<file path="config.mk">
export PLATFORM = sky130hd
export DESIGN_NAME = picomips_core
export DESIGN_NICKNAME = d
export VERILOG_FILES = /design/src/rtl/picomips_core.sv
export SDC_FILE = /design/constraint.sdc
export NUM_CORES = 1
export LEC_CHECK = 0
export ABC_CLOCK_PERIOD_IN_PS = 15500
export CAP_MARGIN = 15
export CORE_MARGIN = 4
export CORE_UTILIZATION = 60
export DETAILED_ROUTE_END_ITERATION = 16
export PLACE_DENSITY = 0.8
export REMOVE_ABC_BUFFERS = 1
export SLEW_MARGIN = 20
export SYNTH_ARGS = -nofsm -noshare
export SYNTH_HDL_FRONTEND = slang
export SYNTH_SLANG_ARGS = --single-unit
</file>
<file path="constraint.sdc">
create_clock -name clk -period 15.5 [get_ports clk]
set_input_delay 3.1 -clock clk [delete_from_list [all_inputs] [get_ports clk]]
set_output_delay 3.1 -clock clk [all_outputs]
set_load 0.01 [all_outputs]
</file>
<file path="src/rtl/picomips_core.sv">
// picomips_core: single-cycle parametrised picoMIPS CPU.
//
// Executes one instruction per clock from an external combinational program
// ROM. The program-counter path supports a conditional branch (BEQZ), an
// unconditional jump (JMP) and HALT. IN stalls the core until the trigger
// switch rises. OUT copies a register to the LED output register.
//
// Instruction layout: {opcode[5:0], rd[RA-1:0], opd[n-1:0]}.
//
// Ports:
//   clk       - single clock; all state changes on the rising edge
//   reset     - synchronous, active-high; overrides every other condition
//   instr     - instruction word at prog_addr (combinational ROM)
//   prog_addr - current program counter
//   sw_data   - switch data captured by IN
//   sw_trig   - trigger switch; a rising edge completes a pending IN
//   led       - output register written by OUT
//   waiting   - high while stalled in IN (decoded from registered state)
//   halted    - high after HALT (decoded from registered state)
//
// Handshake: IN raises waiting and holds the PC. The stall completes on the
// first cycle in which trig_q == 0 and sw_trig == 1. In that cycle rd is
// written with sw_data and the PC advances. A trigger that was already high
// when IN was reached must fall and rise again before it counts.
module picomips_core #(
    parameter int n     = 8,
    parameter int Psize = 4,
    parameter int Rnum  = 4,
    localparam int RA    = $clog2(Rnum),
    localparam int Isize = 6 + RA + n
) (
    input  logic             clk,
    input  logic             reset,
    input  logic [Isize-1:0] instr,
    output logic [Psize-1:0] prog_addr,
    input  logic [n-1:0]     sw_data,
    input  logic             sw_trig,
    output logic [n-1:0]     led,
    output logic             waiting,
    output logic             halted
);

    localparam logic [5:0] OP_ADD  = 6'b000001;
    localparam logic [5:0] OP_ADDI = 6'b000010;
    localparam logic [5:0] OP_SUB  = 6'b000011;
    localparam logic [5:0] OP_SUBI = 6'b000100;
    localparam logic [5:0] OP_MULI = 6'b000101;
    localparam logic [5:0] OP_IN   = 6'b000110;
    localparam logic [5:0] OP_OUT  = 6'b000111;
    localparam logic [5:0] OP_BEQZ = 6'b001000;
    localparam logic [5:0] OP_JMP  = 6'b001001;
    localparam logic [5:0] OP_HALT = 6'b001010;

    typedef enum logic [1:0] {
        S_RUN  = 2'd0,
        S_WAIT = 2'd1,
        S_HLT  = 2'd2
    } state_t;

    state_t           state_q, state_d;
    logic [Psize-1:0] pc_q, pc_d;
    logic [n-1:0]     led_q, led_d;
    logic             trig_q;
    logic [n-1:0]     regs_q [Rnum];

    logic             wr_en;
    logic [n-1:0]     wr_data;

    // Instruction fields
    logic [5:0]       opcode;
    logic [RA-1:0]    rd;
    logic [n-1:0]     opd;
    logic [RA-1:0]    rs;
    logic [Psize-1:0] tgt;
    logic [n-1:0]     rd_val;
    logic [n-1:0]     rs_val;
    logic [Psize-1:0] pc_plus1;
    logic             trig_edge;

    // Q1.(n-1) fractional multiply: operands are sign-extended to 2n bits so
    // the product is exact; shifting right by n-1 and truncating to n bits
    // selects p[2n-2:n-1].
    logic signed [2*n-1:0] mul_a, mul_b, mul_p;

    assign opcode    = instr[Isize-1 -: 6];
    assign rd        = instr[n +: RA];
    assign opd       = instr[n-1:0];
    assign rs        = opd[RA-1:0];
    assign tgt       = opd[Psize-1:0];
    assign rd_val    = regs_q[rd];
    assign rs_val    = regs_q[rs];
    assign pc_plus1  = pc_q + Psize'(1);
    assign trig_edge = !trig_q && sw_trig;

    assign mul_a = $signed({{n{rd_val[n-1]}}, rd_val});
    assign mul_b = $signed({{n{opd[n-1]}}, opd});
    assign mul_p = mul_a * mul_b;

    always_comb begin
        state_d = state_q;
        pc_d    = pc_q;
        led_d   = led_q;
        wr_en   = 1'b0;
        wr_data = '0;
        case (state_q)
            S_RUN: begin
                pc_d = pc_plus1;
                case (opcode)
                    OP_ADD:  begin wr_en = 1'b1; wr_data = rd_val + rs_val; end
                    OP_ADDI: begin wr_en = 1'b1; wr_data = rd_val + opd;    end
                    OP_SUB:  begin wr_en = 1'b1; wr_data = rd_val - rs_val; end
                    OP_SUBI: begin wr_en = 1'b1; wr_data = rd_val - opd;    end
                    OP_MULI: begin wr_en = 1'b1; wr_data = n'(mul_p >>> (n - 1)); end
                    OP_IN: begin
                        state_d = S_WAIT;
                        pc_d    = pc_q;
                    end
                    OP_OUT:  led_d = rd_val;
                    OP_BEQZ: if (rd_val == '0) pc_d = tgt;
                    OP_JMP:  pc_d = tgt;
                    OP_HALT: begin
                        state_d = S_HLT;
                        pc_d    = pc_q;
                    end
                    default: ;
                endcase
            end
            S_WAIT: begin
                // rd is re-decoded from instr every cycle; the ROM word at the
                // held PC must stay stable for the whole stall.
                if (trig_edge) begin
                    wr_en   = 1'b1;
                    wr_data = sw_data;
                    pc_d    = pc_plus1;
                    state_d = S_RUN;
                end
            end
            S_HLT: ;
            default: state_d = S_RUN;
        endcase
    end

    always_ff @(posedge clk) begin
        if (reset) begin
            state_q <= S_RUN;
            pc_q    <= '0;
            led_q   <= '0;
            trig_q  <= 1'b0;
            for (int i = 0; i < Rnum; i++) regs_q[i] <= '0;
        end else begin
            state_q <= state_d;
            pc_q    <= pc_d;
            led_q   <= led_d;
            trig_q  <= sw_trig;
            if (wr_en) regs_q[rd] <= wr_data;
        end
    end

    assign prog_addr = pc_q;
    assign led       = led_q;
    assign waiting   = (state_q == S_WAIT);
    assign halted    = (state_q == S_HLT);

endmodule

</file>
======== Yosys cells after proc, flatten, opt, wreduce, memory -nomap -nowiden ========
Memories as Yosys holds them, arrays and structs flattened.
Index checks and enable logic that the tools add are counted.
storage, ports and cells
  bits in registers ....................... 15
  bits in writable memories ............... 32
  memories kept ........................... 1
  logic and storage cells ................. 59
  input bits .............................. 27
  output and inout bits ................... 14
cells by class
  eq/ne operators ......................... 15
  bitwise logic cells ..................... 1
  multipliers ............................. 1
  reduce and logical (&&, ||, !) cells .... 11
  add/subtract/negate cells ............... 5
  muxes and demuxes ....................... 21
memory list
  name    words  bits a word  read ports  clocked after memory_dff  wr ports  line  text
  regs_q  4      8            2           0                         4         64    logic [n-1:0] regs_q [Rnum];
operators with widths
  operator               number
  $pmux W8 S5            1
  $eq A6 B3 Y1 const B   4
  $eq A6 B4 Y1 const B   3
  $add A8 B8 Y8          2
  $mux W8                2
  $pmux W8 S2            1
  $sub A8 B8 Y8          2
  $mul A8 B8 Y15         1
  $eq A6 B2 Y1 const B   2
  $pmux W4 S3            1
  $logic_not A8 Y1       1
  $mux W1                8
  $mux W4                2
  $pmux W4 S2            1
  $reduce_or A8 Y1       1
  $eq A6 B1 Y1 const B   1
  $pmux W2 S3            1
  $reduce_and A3 Y1      2
  $reduce_or A5 Y1       1
  $add A4 B1 Y4 const B  1
  $mux W2                2
  $pmux W2 S2            1
  $ne A3 B1 Y1 const B   1
  $eq A2 B1 Y1 const B   1
  other kinds (11)       11

======== Logic depth before layout (Yosys ltp) ========
Gate-level depths: netlist of run 1.
  depth after elaboration ................. 9
  depth in mapped cells ................... 20

======== Worst setup path before layout of run 1 ========
No wires, ideal clock.
  path type ............................... in2reg
  start point ............................. input instr[9]
  end point ............................... memory regs_q[0][4], data pin
  data arrival time ....................... 7.682 ns
  data required time ...................... 15.227 ns
  slack ................................... 7.544 ns
  stages .................................. 19
  path buffers ............................ 2
  cells stage by stage .................... clkbuf_1 -> mux4_2 -> clkbuf_1 -> and2_1 -> ha_1 -> inv_1 -> fa_1 -> inv_1 -> fa_1 -> inv_1 -> fa_1 -> inv_1 -> ha_1 -> or2_2 -> nor3_1 -> a21oi_1 -> xnor2_1 -> a222oi_1 -> nor2_1
RTL lines
  item         line  text
  from (decl)  34    input logic [Isize-1:0] instr,
  to (decl)    64

==> results of run 1 <==
## layout make-up
class | instances | area [um^2] | share of cell area [%]
Multi-Input combinational cell | 432 | 3811 | 63.22
Timing Repair Buffer | 42 | 415.4 | 6.891
Clock buffer | 5 | 68.82 | 1.142
Clock inverter | 2 | 13.76 | 0.2283
Inverter | 86 | 322.8 | 5.355
Tap cell | 108 | 135.1 | 2.242
Sequential cell | 47 | 1261 | 20.92
## power breakdown
part | internal, mW | leakage [nW] | switching (mW)
clock | 0.0310 | 0.0440 | 0.0442
combinational | 0.155 | 2.08 | 0.209
sequential | 0.138 | 0.453 | 0.00318
total | 0.324 | 2.58 | 0.256
## state kept, by name (all words and copies together) (netlist names)
| register | flops |
|---|---|
| regs_q | 32 |
| prog_addr | 4 |
| trig_q | 1 |
| state_q | 2 |
| led | 8 |
## path summary, 6_finish.rpt
kind / startpoint / end / slack (ps) / depth (start not counted)
hold / removal: led[6] / led[6] / 510 / 2
setup / recovery: instr[8] / regs_q[3][7] / 6490 / 19
setup reg to reg: regs_q[3][0] / regs_q[3][7] / 9890 / 18
hold reg to reg: led[6] / led[6] / 510 / 2
## per-layer routing
layer  track usage (%)  share of wire [%]
met5                 0                  0
met4             8.357                2.0
met3             3.918                7.9
met2             46.45                 48
met1             38.49                 42
## worst register-to-register path: stages (launching register included)
cell and delay (ps):
edfxtp_1 390, mux4_2 650, inv_1 170, nand2_1 130, fa_1 550, fa_1 550, inv_1 60, fa_1 530
inv_1 60, fa_1 560, inv_1 50, ha_1 320, and3_1 180, o211ai_1 120, a31o_2 220, nand3b_1 90
xnor2_1 140, a22oi_1 400, o21ai_0 150
## layout by cell type (no fill, tap or decap), drive strengths merged, types with 3 or more instances in the layout
cell type / netlist / routed
o31ai: 4 / 4
a21o: 5 / 5
nor4: 6 / 6
and3: 6 / 6
a21oi: 19 / 19
clkdlybuf4s50: 0 / 40
dfxtp: 15 / 15
mux2i: 10 / 10
a211oi: 3 / 3
xnor2: 15 / 15
ha: 35 / 35
fa: 51 / 51
a31o: 3 / 3
nor2: 52 / 52
o21ai: 18 / 18
mux4: 16 / 16
and2: 41 / 41
a22oi: 5 / 5
xor2: 5 / 5
nor2b: 16 / 16
o21a: 3 / 3
clkbuf: 20 / 5
nand2: 44 / 44
nand2b: 8 / 8
nor3: 16 / 16
inv: 86 / 86
edfxtp: 32 / 32
nand3b: 4 / 4
or3: 8 / 8
a221o: 4 / 4
nand3: 6 / 6
## logic make-up (layout without fill, tap and decap cells)
group	Yosys count	in the layout	share of synthesized area, %
DFF	47	47	22.91
muxes	28	28	8.843
AOI/OAI and AO/OA	84	84	10.39
and+or+nand+nor	214	214	20.32
xor gates and xnor gates	20	20	3.183
adders and majority gates	86	86	26.51
buffers and inverters	112	135	7.843
## stage by stage
step           hold slack (ps)  cells
2_1_floorplan            499.0    565
3_3_place_gp             474.8    715
3_5_place_dp             481.7    715
4_1_cts                  513.1    722
5_1_grt                  548.2    722
6_report                 506.8    722
==> impl_metrics.yaml, run 1 <==
outcome:
  outcome: "completed"
placement:
  dp_hpwl_um: 11140
  port_buffers: 40
  gp_congestion: 0.9595
  placed_area_um2: 5946
  post-place-ws_ps: 6192
floorplan:
  die_h_um: 103.8
  ios: 41
  start_util_pct: 62.50
  die_area_um2: 10770
  die_w_um: 103.8
  core_um2: 8806
  rows: 34
clock_network:
  numCtsBuffers: 5
  clock_latency_ps: 310
  clock_path_buffers: 2
  numClockSinks: 47
  clock-root-buffer: "clkbuf_8"
  cts_hold_repair.buffers: 0
  post_cts_buffers: 0
  htreeDepth: 2
  path_clk_slew_ps: 90
  cts_tree: "yes"
  post_cts_resized: 0
yosys:
  synthesis.area_um2: 5504
  yosys.area.top_type: "fa_1"
  synth_top_cell_area_share_pct: 18.55
  synthTopCellsByCount: "inv_1, nor2_1, fa_1, nand2_1, and2_1"
  synth_cells: 591
  synth_area_per_cell_um2: 9.313
  ys_seq_elements: 47
  synth-edff-count: 32
  async_reset_ff_share_pct: 0
  synth_ff_type: "edfxtp_1"
  yosysSeqAreaShare_pct: 22.91
  synth.distinct_cells: 59
  yosysMostFrequentCell: "inv_1"
  yosysWarnings: 0
  synth.area.top_cells: "fa_1, edfxtp_1, ha_1, mux4_2, inv_1"
timing:
  fin_tns_setup_ps: 0
  tightest_slew_ps: 936.3
  hold_viol_final: 0
  finalMaxSlewViolations: 0
  clock.fmax_mhz: 111.0
  setup_viol: 0
  rsz0062_at_grt: "false"
  worst_slack_ps: 6488
  period_share_pct: 58.14
  relSlewSlack_pct: 37.39
  fin_skew_ps: 10.78
  period_minus_slack_ps: 9012
drt:
  drt-initial-drc-count: 408
  ant_nets: 0
  totalWireLength_um: 14400
  drc: 0
  vias_per_cell: 6.173
  first_pass_iters: 5
  routedWlPerCell_um: 19.95
  vias: 4457
power_and_ir_drop:
  p_total_uw: 579.9
  peakVddDrop_uv: 73.30
  powerDensity_nw_per_um2: 96.20
  leakage_nw: 2.581
final_layout:
  drive_gt1_share_pct: 5.375
  fin_util_pct: 68.46
  fill_cells: 723
  area_growth_pct: 9.525
  finish.instance_area_um2: 6028
  final_nets: 727
  diodes: 0
grt:
  antenna_found_initial: 0
  grt_overflow: 0
  grt_usage_pct: 27.99
  grt_pass1_vias: 4617
  grt_max_degree: 25
  grt_pass1_wl_um: 24050
setup_path:
  crit_required_ps: 15530
  cp.arrival_ps: 9040
  cp-end-kind: "flip-flop"
  max_stage_delay_ps: 890
  worstSetupPathType: "in -> reg"
  critPathMaxFanout: 12
  cp_slowest_cell: "clkdlybuf4s50_1"
  crit_path_start_kind: "input port"
  critPathTopFamily: "adder cells"
  worstPathCellList: "clkdlybuf4s50_1 > mux4_2 > inv_1 > nand2_1 > fa_1 > fa_1 > inv_1 > fa_1 > inv_1 > fa_1 > inv_1 > ha_1 > and3_1 > o211ai_1 > a31o_2 > nand3b_1 > xnor2_1 > a22oi_1 > o21ai_0"
  path_buf_inv: 5
hold_path:
  hold_path_class: "reg -> reg"
flow_run:
  maxCapViolations: 0
Power figures use the tool's default switching activity.
==> run 2, diff against run 1 <==
ABC_CLOCK_PERIOD_IN_PS = 7200   (was 15500)
CORE_UTILIZATION = 55   (was 60)
PLACE_DENSITY = 0.78   (was 0.8)
clock period = 7.2 ns   (was 15.5 ns; I/O delays follow)
==> run 2 against run 1 <==
Effect of this change: cell count rose by 5.5%; sequential share of layout area fell by 0.52 points; first-iteration DRC count is 2.7% higher; global-route usage fell by 1.1 points; power rose by 120%; critical endpoint unchanged; highest routed layer unchanged.
==> impl_metrics.yaml, run 2 (same netlist as run 1, synthesis figures left out) <==
outcome:
  outcome: "completed"
final_layout:
  stdcell_count: 762
  regMostFlops: "regs_q"
  fill_cells: 845
  final_common_cell: "inv_1"
  final_nets: 741
  multiInputGateArea_um2: 3811
  diodes: 0
  area_growth_pct: 12.34
  register_area_um2: 1261
  final_cell_mix: "inv_1, nor2_1, fa_1"
  largest_reg_flops: 32
  drive_gt1_share_pct: 7.472
  finish.instance_area_um2: 6183
timing:
  setup_viol: 0
  clock.fmax_mhz: 145.3
  fin_skew_ps: 10.75
  relSlewSlack_pct: 42.95
  worst_slack_ps: 316.3
  tightest_slew_ps: 849.2
  fin_tns_setup_ps: 0
  rsz0062_at_grt: "false"
  period_minus_slack_ps: 6884
  finalMaxSlewViolations: 0
  hold_viol_final: 0
  period_share_pct: 95.61
flow_run:
  maxCapViolations: 0
drt:
  first_pass_iters: 5
  drt-initial-drc-count: 419
  vias: 4555
  routedWlPerCell_um: 19.72
  vias_per_cell: 5.978
  ant_nets: 0
  drc: 0
  totalWireLength_um: 15030
power_and_ir_drop:
  peakVddDrop_uv: 155.6
  p_comb_share_pct: 63.2
  pwr-share-clk_pct: 12.7
  powerDensity_nw_per_um2: 204.6
  seqPwrFrac_pct: 24.1
  p_int_uw: 704.0
  swShare_pct: 44.36
  leakage_nw: 2.649
  p_sw_uw: 561.3
grt:
  grt_usage_pct: 26.88
  antenna_found_initial: 0
  grt_overflow: 0
  grt_pass1_vias: 4654
  grt_max_degree: 25
  grt_pass1_wl_um: 24010
hold_path:
  worstHoldStart: "led[2]"
  hold_path_class: "reg -> reg"
clock_network:
  htreeDepth: 2
  post_cts_resized: 0
  cts_tree: "yes"
  post_cts_buffers: 0
  clock-root-buffer: "clkbuf_8"
  clock_latency_ps: 310
  numClockSinks: 47
  path_clk_slew_ps: 90
  numCtsBuffers: 5
  clock_path_buffers: 2
  cts_hold_repair.buffers: 0
floorplan:
  ios: 41
  die_area_um2: 11670
  start_util_pct: 56.31
  die_w_um: 108.0
  core_um2: 9774
  die_h_um: 108.0
  rows: 36
placement:
  placed_area_um2: 6095
  post-place-ws_ps: 30.91
  dp_hpwl_um: 11790
  gp_congestion: 0.9426
  placed_cells: 754
  port_buffers: 40
setup_path:
  worstSetupPathType: "in -> reg"
  crit_path_start_kind: "input port"
  crit_required_ps: 7240
  setup.worst_path.start: "instr[9]"
  cp.arrival_ps: 6920
  critPathMaxFanout: 12
  cp-end-kind: "flip-flop"
  r2r_start: "regs_q[2][5]"
run 2: stage by stage:
| stage | util (%) | hold WS, ps | power, mW |
|---|---|---|---|
| floorplan | - | 499.0 | 0.8767 |
| global placement | 62.35 | 477.3 | 1.076 |
| detailed placement | 62.35 | 494.1 | 1.096 |
| CTS | 63.26 | 511.5 | 1.259 |
| global route | 63.26 | 558.4 | 1.369 |
| finish | 63.26 | 512.7 | 1.265 |
run 2: worst max-delay path, stage by stage:
cell and delay [ps]:
clkdlybuf4s50_1 820, mux4_2 590, and2_1 250, fa_1 490, inv_1 50, fa_1 470, inv_1 60, fa_1 530
inv_1 60, fa_1 540, inv_1 40, ha_1 320, and3_1 180, o211ai_1 140, a31o_2 220, nand3b_1 90
xnor2_1 140, a22oi_1 340, o21ai_0 130
run 2: power groups by stage:
stage | clock network, mW | registers [mW] | logic, mW
floorplan | 0 | 0.310 | 0.567
global placement | 0 | 0.309 | 0.766
detailed placement | 0 | 0.310 | 0.785
CTS | 0.161 | 0.304 | 0.794
global route | 0.174 | 0.306 | 0.889
finish | 0.161 | 0.304 | 0.800
run 2: path summary, 6_finish.rpt:
path / slack (ps) / to / cells past startpoint
max: 320 / regs_q[3][7] / 19
min: 510 / led[2] / 2
max reg2reg: 1780 / regs_q[3][7] / 18
min reg2reg: 510 / led[2] / 2
run 2: per-layer routing:
metal / share of wire (%) / wire [um] / track usage (%)
met1: 39 / 5913 / 33.79
met2: 48 / 7260 / 46.00
met5: 0 / 0 / 0
met4: 4.2 / 628 / 11.18
met3: 8.1 / 1224 / 4.537
run 2: layout make-up:
class / count / area share, %
Sequential cell: 47 / 20.40
Clock buffer: 5 / 1.113
Timing Repair Buffer: 56 / 8.620
Clock inverter: 3 / 0.3238
Tap cell: 133 / 2.691
Multi-Input combinational cell: 432 / 61.64
Inverter: 86 / 5.221
==> run 3, diff against run 2 <==
ABC_CLOCK_PERIOD_IN_PS = 6400   (was 7200)
CORE_UTILIZATION = 60   (was 55)
PLACE_DENSITY = 0.8   (was 0.78)
clock period = 6.4 ns   (was 7.2 ns; I/O delays follow)
==> run 3 against run 2 <==
Effect of this change: setup slack got worse by 200 ps; critical path type unchanged; final area rose by 6.6%; cell count rose by 2.6%; largest cell class unchanged; power rose by 36%; sequential share of layout area fell by 1.3 points; via count rose by 6.8%; clock skew fell by 6.2 ps.
==> impl_metrics.yaml, run 3 (same netlist as run 1, synthesis figures left out) <==
outcome:
  outcome: "completed"
floorplan:
  rows: 34
  die_h_um: 103.8
  start_util_pct: 62.50
  ios: 41
  die_area_um2: 10770
  die_w_um: 103.8
  core_um2: 8806
timing:
  hold_viol_final: 0
  rsz0062_at_grt: "false"
  fin_tns_setup_ps: 0
  clock.fmax_mhz: 159.0
  period_minus_slack_ps: 6289
  setup_viol: 0
  finalMaxSlewViolations: 0
  fin_skew_ps: 4.569
  tightest_slew_ps: 993.6
  period_share_pct: 98.26
  worst_slack_ps: 111.4
  relSlewSlack_pct: 33.25
  fin_hold_ws_ps: 508.9
drt:
  routedWlPerCell_um: 20.38
  totalWireLength_um: 15940
  drt-initial-drc-count: 430
  vias: 4865
  ant_nets: 0
  drc: 0
  vias_per_cell: 6.221
  first_pass_iters: 9
power_and_ir_drop:
  p_total_mw: 1.715
  leakage_nw: 2.904
  peakVddDrop_uv: 196.5
  powerDensity_nw_per_um2: 260.3
clock_network:
  numClockSinks: 47
  path_clk_slew_ps: 90
  clock_path_buffers: 2
  cts_hold_repair.buffers: 0
  numCtsBuffers: 5
  htreeDepth: 2
  clock_latency_ps: 300
  cts_tree: "yes"
  clock-root-buffer: "clkbuf_8"
hold_path:
  worstHoldStart: "led[5]"
  hold_path_class: "reg -> reg"
  hold_end: "led[5]"
  holdPathStages: 2
final_layout:
  area_growth_pct: 19.71
  fin_util_pct: 74.82
  largest_reg_flops: 32
  regMostFlops: "regs_q"
  diodes: 0
  drive_gt1_share_pct: 15.88
  final_nets: 786
  stdcell_count: 782
  fill_cells: 647
  final_common_cell: "inv_1"
  finish.instance_area_um2: 6589
  final_cell_mix: "inv_1, buf_4, nor2_1, fa_1, nand2_1"
setup_path:
  crit_required_ps: 6450
  r2r_start: "regs_q[0][4]"
  cp-end-kind: "flip-flop"
  crit_path_start_kind: "input port"
  worst_r2r_endpoint: "regs_q[1][2]"
  cp.arrival_ps: 6340
  critPathMaxFanout: 12
  worstSetupPathType: "in -> reg"
  ff2ff_path_depth: 19
  r2r_setup_slack_ps: 1120
grt:
  grt_max_degree: 21
  grt_pass1_vias: 5099
  grt_usage_pct: 30.37
  grt_overflow: 0
  antenna_found_initial: 1
  grt_pass1_wl_um: 26120
placement:
  gp_congestion: 0.9837
  placed_area_um2: 6369
  port_buffers: 40
  placed_cells: 768
  post-place-ws_ps: -467.6
  dp_hpwl_um: 12840
flow_run:
  maxCapViolations: 0
-- run 3: cell types whose count changed in the layout (fill, tap and decap cells not counted), moves of 2 or more --
cell / change
o21ai_1: +3
buf_4: +43
and2_4: +2
a21oi_1: -3
and2_1: -2
o21ai_0: -3
a21oi_2: +3
-- run 3: worst max-delay path by stage --
| stage | from | to | slack (ps) | depth (start not counted) |
|---|---|---|---|---|
| after detailed placement | instr[8] | regs_q[3][7] | -470 | 20 |
| after floorplan | instr[8] | regs_q[0][4] | 490 | 15 |
| after global placement | instr[8] | regs_q[3][7] | -310 | 20 |
| after global routing | instr[9] | regs_q[3][7] | 5 | 19 |
| after CTS | instr[8] | regs_q[2][2] | 100 | 21 |
| final | instr[9] | regs_q[1][2] | 110 | 21 |
-- run 3: final cells by class --
class | instances | area [um^2] | area share [%]
clock buffer | 5 | 68.82 | 1.044
clock inverter | 3 | 17.52 | 0.2659
inverter | 86 | 322.8 | 4.899
multi-input combinational | 432 | 3880 | 58.89
sequential | 47 | 1261 | 19.14
tap | 108 | 135.1 | 2.051
timing repair buffer | 101 | 903.4 | 13.71
-- run 3: worst max-delay path: stages --
cell             delay, ps
clkdlybuf4s50_1        500
buf_12                 150
mux4_2                 370
and2_1                 210
fa_1                   500
inv_1                   50
fa_1                   480
inv_1                   60
fa_1                   520
inv_1                   60
fa_1                   530
inv_1                   50
ha_1                   330
and3_1                 180
o211ai_1               140
nand2_1                150
nor2_2                 130
xnor2_1                130
a222oi_1               250
buf_4                  210
nor2_1                  50
-- run 3: per-layer routing --
| layer | vias to the layer above | routed length, um | share of wire [%] | GRT usage [%] |
|---|---|---|---|---|
| met5 | - | 10 | 0.063 | 0 |
| met4 | 2 | 831 | 5.2 | 13.87 |
| met3 | 72 | 1286 | 8.1 | 4.540 |
| met2 | 269 | 7549 | 47 | 51.68 |
| met1 | 2352 | 6257 | 39 | 38.37 |
| li1 | 2170 | - | - | - |
-- run 3: power by group --
group | internal [mW] | switching (mW) | total [mW]
Clock | 0.0766 | 0.109 | 0.186
Combinational | 0.558 | 0.627 | 1.19
Sequential | 0.335 | 0.00885 | 0.344
-- run 3: what timing repair did --
item | in CTS | in global routing
gates cloned | 1 | 0
gates resized for setup | 9 | 13
setup endpoints to repair | 27 | 26
pin swaps | 4 | 9
buffers inserted | 4 | 1
